`src/rtl/aes_ctrl_pkg.sv`:
```
// Shared constants for the Avalon AES decryption controller: register map and run-state encoding.
package aes_ctrl_pkg;

  localparam int NUM_WORDS     = 16;
  localparam int ADDR_MSG_DEC0 = 8;
  localparam int ADDR_CYCLES   = 12;
  localparam int ADDR_STATUS   = 13;
  localparam int ADDR_START    = 14;

  // Encoding is software-visible through the STATUS register.
  typedef enum logic [1:0] {
    IDLE = 2'd0,
    RUN  = 2'd1,
    HOLD = 2'd2
  } ctrl_state_t;

endpackage

```
`src/rtl/aes_reg_word.sv`:
```
// 32-bit register word with per-byte write enables, a load enable and a synchronous clear.
module aes_reg_word (
  input  logic        clk,
  input  logic        srst,
  input  logic        clr,
  input  logic        en,
  input  logic [3:0]  be,
  input  logic [31:0] d,
  output logic [31:0] q
);

  logic [31:0] q_reg;

  always_ff @(posedge clk) begin
    if (srst || clr) begin
      q_reg <= '0;
    end else if (en) begin
      for (int i = 0; i < 4; i++) begin
        if (be[i]) q_reg[8*i +: 8] <= d[8*i +: 8];
      end
    end
  end

  assign q = q_reg;

endmodule

```
`src/rtl/avalon_aes_ctrl.sv`:
```
// Avalon-MM register file and run controller in front of the AES decryption core:
// holds key/ciphertext, sequences one decryption per START level, captures plaintext and run latency.
module avalon_aes_ctrl
  import aes_ctrl_pkg::*;
#(
  parameter int CNT_W = 32
) (
  input  logic         CLK,
  input  logic         RESET,
  input  logic         AVL_CS,
  input  logic         AVL_READ,
  input  logic         AVL_WRITE,
  input  logic [3:0]   AVL_ADDR,
  input  logic [3:0]   AVL_BYTE_EN,
  input  logic [31:0]  AVL_WRITEDATA,
  output logic [31:0]  AVL_READDATA,
  output logic         AES_START,
  input  logic         AES_DONE,
  output logic [127:0] AES_KEY,
  output logic [127:0] AES_MSG_ENC,
  input  logic [127:0] AES_MSG_DEC,
  output logic [31:0]  EXPORT_DATA
);

  logic [31:0]      word_q [NUM_WORDS];
  logic [31:0]      rdata_reg;
  ctrl_state_t      state_reg;
  ctrl_state_t      state_next;
  logic             bus_wr;
  logic             start_wr;
  logic             start_level;
  logic             start_go;
  logic             capture;
  logic [CNT_W-1:0] cyc_cnt;
  logic [CNT_W-1:0] cyc_inc;

  assign bus_wr   = AVL_CS && AVL_WRITE;
  assign start_wr = bus_wr && (AVL_ADDR == 4'(ADDR_START)) && AVL_BYTE_EN[0];

  // The FSM sees a START write in the same cycle it lands, so the run begins one cycle after the write.
  assign start_level = start_wr ? AVL_WRITEDATA[0] : word_q[ADDR_START][0];
  assign start_go    = (state_reg == IDLE) && start_level;
  assign capture     = (state_reg == RUN) && AES_DONE;

  assign cyc_cnt = word_q[ADDR_CYCLES][CNT_W-1:0];
  assign cyc_inc = (&cyc_cnt) ? cyc_cnt : cyc_cnt + {{(CNT_W-1){1'b0}}, 1'b1};

  always_comb begin
    state_next = state_reg;
    case (state_reg)
      IDLE:    if (start_level) state_next = RUN;
      RUN:     if (AES_DONE)    state_next = HOLD;
      HOLD:    if (!start_level) state_next = IDLE;
      default: state_next = IDLE;
    endcase
  end

  always_ff @(posedge CLK) begin
    if (RESET) state_reg <= IDLE;
    else       state_reg <= state_next;
  end

  generate
    for (genvar gi = 0; gi < NUM_WORDS; gi++) begin : g_word
      logic        w_en;
      logic        w_clr;
      logic [3:0]  w_be;
      logic [31:0] w_d;

      if (gi < ADDR_MSG_DEC0) begin : g_operand
        // Key and ciphertext are frozen while the core is consuming them.
        assign w_en  = bus_wr && (AVL_ADDR == 4'(gi)) && (state_reg != RUN);
        assign w_clr = 1'b0;
        assign w_be  = AVL_BYTE_EN;
        assign w_d   = AVL_WRITEDATA;
      end else if (gi < ADDR_CYCLES) begin : g_result
        assign w_en  = capture;
        assign w_clr = 1'b0;
        assign w_be  = 4'hf;
        assign w_d   = AES_MSG_DEC[32*(11-gi) +: 32];
      end else if (gi == ADDR_CYCLES) begin : g_cycles
        assign w_en  = (state_reg == RUN);
        assign w_clr = start_go;
        assign w_be  = 4'hf;
        assign w_d   = 32'(cyc_inc);
      end else if (gi == ADDR_STATUS) begin : g_status
        assign w_en  = 1'b1;
        assign w_clr = 1'b0;
        assign w_be  = 4'hf;
        assign w_d   = {30'd0, state_next};
      end else if (gi == ADDR_START) begin : g_start
        assign w_en  = bus_wr && (AVL_ADDR == 4'(ADDR_START));
        assign w_clr = 1'b0;
        assign w_be  = AVL_BYTE_EN;
        assign w_d   = {31'd0, AVL_WRITEDATA[0]};
      end else begin : g_done
        assign w_en  = capture;
        assign w_clr = start_go;
        assign w_be  = 4'hf;
        assign w_d   = 32'd1;
      end

      aes_reg_word u_word (
        .clk  (CLK),
        .srst (RESET),
        .clr  (w_clr),
        .en   (w_en),
        .be   (w_be),
        .d    (w_d),
        .q    (word_q[gi])
      );
    end
  endgenerate

  always_ff @(posedge CLK) begin
    if (RESET)                rdata_reg <= '0;
    else if (AVL_CS && AVL_READ) rdata_reg <= word_q[AVL_ADDR];
  end

  assign AVL_READDATA = rdata_reg;
  assign AES_START    = (state_reg == RUN);
  assign AES_KEY      = {word_q[0], word_q[1], word_q[2], word_q[3]};
  assign AES_MSG_ENC  = {word_q[4], word_q[5], word_q[6], word_q[7]};
  assign EXPORT_DATA  = {word_q[4][31:16], word_q[7][15:0]};

endmodule

```
`config.mk`:
```
export PLATFORM = sky130hd
export DESIGN_NAME = avalon_aes_ctrl
export DESIGN_NICKNAME = d
export VERILOG_FILES = /design/src/rtl/aes_ctrl_pkg.sv /design/src/rtl/aes_reg_word.sv /design/src/rtl/avalon_aes_ctrl.sv
export SDC_FILE = /design/constraint.sdc
export NUM_CORES = 1
export LEC_CHECK = 0
export ABC_AREA = 0
export BUFFER_PORTS_ARGS = -buffer_cell sky130_fd_sc_hd__buf_2
export CAP_MARGIN = 20
export CORE_ASPECT_RATIO = 1.5
export CORE_MARGIN = 1
export CORE_UTILIZATION = 45
export CTS_CLUSTER_DIAMETER = 50
export DETAILED_ROUTE_END_ITERATION = 10
export PLACE_DENSITY = 0.69
export SLEW_MARGIN = 20
export SYNTH_ARGS = -nofsm -noshare
export SYNTH_HDL_FRONTEND = slang
export SYNTH_SLANG_ARGS = --single-unit
```
`constraint.sdc`:
```
create_clock -name CLK -period 5.2 [get_ports CLK]
set_input_delay 0.52 -clock CLK [delete_from_list [all_inputs] [get_ports CLK]]
set_output_delay 0.52 -clock CLK [all_outputs]
set_load 0.03 [all_outputs]
```
==> summary.json <==
{
  "layout": {
    "nets": 2602,
    "fill_cell_instance_count_of_the_final_layout": 3945,
    "area.growth.synth_to_final_pct": 20.5,
    "final_cell_mix": "sky130_fd_sc_hd__buf_2, sky130_fd_sc_hd__dfxtp_1, sky130_fd_sc_hd__nor2_1",
    "final_layout_size_suffix_gt1_share_pct": 29.9,
    "finish.cell_count_without_fillers": 3048,
    "layout.cells.most_common": "sky130_fd_sc_hd__buf_2",
    "flip_flop_count_of_the_largest_register_all_copies_and_words_added": 420
  },
  "floorplan": {
    "rows": 94,
    "die_width_um": 174,
    "initial_utilization_pct": 45.6,
    "design.portCount": 495,
    "die_height_um": 260,
    "coreArea_um2": 43900,
    "die_area_um2": 45300
  },
  "hold_path": {
    "min_delay_path_depth": 3,
    "min-delay-path-class": "in -> reg",
    "whs_endpoint": "g_word[10].u_word.q[0]",
    "timing.hold.worst.start": "AES_MSG_DEC[32]"
  },
  "synthesis": {
    "postSynth.topFlopCell": "sky130_fd_sc_hd__dfxtp_1",
    "synth_top_cells_by_area": "sky130_fd_sc_hd__dfxtp_1, sky130_fd_sc_hd__mux2i_1, sky130_fd_sc_hd__mux4_2, sky130_fd_sc_hd__nor2_1, sky130_fd_sc_hd__a21oi_1",
    "syn-mean-instance-area_um2": 9.66,
    "synth_seq_area_share_pct": 45.3,
    "yosysTopAreaCell": "sky130_fd_sc_hd__dfxtp_1",
    "synth_enable_flop_cells": 0,
    "synth_seq_cells": 452,
    "synthesis.yosys.warnings": 0,
    "syn-instance-count": 2070,
    "post_synth_top_area_share_pct": 45.3,
    "synthDistinctLibCells": 48,
    "syn_nets": 2245,
    "synth_async_sr_flop_share_pct": 0,
    "synthesis.area_um2": 20000
  },
  "drt": {
    "via_per_inst": 5.73,
    "first_iteration_detailed_routing_drc_count": 1565,
    "detail_route.first_pass.iterations": 6,
    "routed_wire_length_per_instance_um": 22.4,
    "wire_length_reported_by_the_detailed_router_um": 68300,
    "ant_nets": 0,
    "route.detailed.drc": 0,
    "detailroute.via_count": 17472
  },
  "global_routing": {
    "grt_pass1_wl_um": 102000,
    "antenna_found_initial": 8,
    "grt-ovfl-total": 0,
    "first_global_vias": 16614,
    "grtUsageTotal_pct": 29.3,
    "grt_start_max_net_pins": 149
  },
  "timing": {
    "grt_setup_unrepaired": "false",
    "finalHoldViolCount": 0,
    "period_minus_slack_ns": 3.26,
    "max_slew.worst_pin.slew_ns": 1.08,
    "finalMaxSlewViolations": 0,
    "fmax_mhz": 307,
    "slew_headroom_pct": 27.7,
    "timing.final.crit_share_pct": 62.7,
    "clock_skew_ns": 0.0177,
    "setup_viol": 0,
    "post_route_worst_setup_slack_ns": 1.94,
    "finalSetupTns_ns": 0
  },
  "worst_setup_path": {
    "crit_family": "simple AND/OR/NAND/NOR gates",
    "crit_required_ns": 5.61,
    "worstSetupStartpointType": "flip-flop",
    "critical_path.slowest_cell": "sky130_fd_sc_hd__nor4b_2",
    "worst_ep_arrival_time_ns": 3.67,
    "reg2regPathDepth": 7,
    "worst_setup_path_end_kind": "flip-flop",
    "reg2reg_setup_slack_ns": 1.94,
    "crit_path_max_incr_delay_ns": 0.62,
    "critical_path_cell_sequence": "nand2b_1 > clkinv_1 > nor4b_2 > buf_4 > nand3_2 > mux2i_1 > nor2_1",
    "cp.buffers_inverters": 2,
    "setup.worst_path.class": "reg -> reg",
    "regToRegStartpoint": "g_word[13].u_word.q[1]",
    "critical_path.max_fanout": 20,
    "worstReg2RegEnd": "g_word[6].u_word.q[11]"
  },
  "power": {
    "peakVddDrop_uv": 241,
    "total_leakage_power_nw": 11.6,
    "pwr_dens_nw_per_um2": 310
  },
  "clock_network": {
    "postCtsHoldBufs": 0,
    "cts_inserted_buffers": 45,
    "clock_insertion_delay_worst_skew_ns": 0.56,
    "htree_num_levels": 2,
    "clk_transition_reported_paths_ns": 0.07,
    "cts_tree": "yes",
    "cts_buffer_depth": 3,
    "post-cts-setup-buffers": 0,
    "cts.root.buffer_cell": "sky130_fd_sc_hd__clkbuf_16",
    "clock-sinks": 452,
    "cts.repair.resized": 0
  },
  "place": {
    "portBuffers": 494,
    "dpl.cell_count": 2955,
    "placement_setup_slack_ns": 1.92,
    "place_hpwl_um": 49300,
    "gpl.final_weighted_congestion": 0.886
  },
  "job": {
    "timing.max_cap.violations": 0
  },
  "outcome": {
    "result_of_the_run": "complete, no violations"
  }
}
[cell usage after synthesis, types with 15 or more instances]
cell type                  instances
sky130_fd_sc_hd__dfxtp_1         452
sky130_fd_sc_hd__nor2_1          303
sky130_fd_sc_hd__mux2i_1         292
sky130_fd_sc_hd__nand2_1         280
sky130_fd_sc_hd__a21oi_1         214
sky130_fd_sc_hd__clkbuf_1        139
sky130_fd_sc_hd__mux4_2           97
sky130_fd_sc_hd__o21ai_0          49
sky130_fd_sc_hd__a31oi_1          35
sky130_fd_sc_hd__buf_4            35
sky130_fd_sc_hd__nand3_2          22
sky130_fd_sc_hd__or3_1            19
sky130_fd_sc_hd__buf_1            16
sky130_fd_sc_hd__nand3_1          15
[tightest hold or removal path: stages]
cell                      delay (ns)
sky130_fd_sc_hd__buf_2          0.09
sky130_fd_sc_hd__nand2_1        0.05
sky130_fd_sc_hd__a21oi_1        0.05
[logic make-up after synthesis]
group | Yosys count | synth area share (%)
xor gates and xnor gates | 4 | 0.175
DFF | 452 | 45.3
AOI/OAI and AO/OA | 311 | 8.21
buffers and inverters | 210 | 4.77
muxes | 390 | 25.6
and+or+nand+nor | 702 | 15.9
adders and majority gates | 1 | 0.0626
[through the flow]
step                hold WS, ns  utilization, %  area [um2]  total power [mW]
finish                    0.190            54.9       24100              7.46
global route              0.174            54.9       24100              7.66
CTS                       0.166            54.8       24000              7.50
detailed placement        0.445            51.2       22500              4.04
global placement          0.439            51.2       22500              4.04
floorplan                 0.433               -       20000              3.86
[how the worst max path moves through the flow]
stage	startpoint	cells past startpoint	slack, ns	to
2_1_floorplan	AVL_ADDR[0]	6	2.79	g_word[4].u_word.q[15]
3_3_place_gp	AVL_ADDR[1]	7	1.90	AVL_READDATA[14]
3_5_place_dp	AVL_ADDR[1]	7	1.92	AVL_READDATA[14]
4_1_cts	g_word[13].u_word.q[1]	7	1.99	g_word[6].u_word.q[11]
5_1_grt	g_word[13].u_word.q[1]	7	1.69	g_word[4].u_word.q[20]
6_report	g_word[13].u_word.q[1]	7	1.94	g_word[6].u_word.q[11]
[power by group]
part	total (mW)	internal (mW)	switching (mW)
sequential	3.51	3.49	0.0216
combinational	0.458	0.144	0.315
clock	3.50	2.05	1.44
[cell type report]
cell class	count	area, um2	area share [%]
multi-input cells	1408	10000	41.6
flip-flops and latches	452	9050	37.6
repair buffers	513	2650	11.0
clock buffers	64	1340	5.56
well taps	576	721	2.99
clock inverters	19	248	1.03
inverters	7	27.5	0.114
diodes	9	22.5	0.0935
[metal layers]
layer | part of all wire [%] | track usage [%]
met5 | 0 | 0
met4 | 5.1 | 15.5
met3 | 6.8 | 4.44
met2 | 47 | 47.0
met1 | 41 | 38.2
No activity file was read; power rests on OpenSTA's default activity.
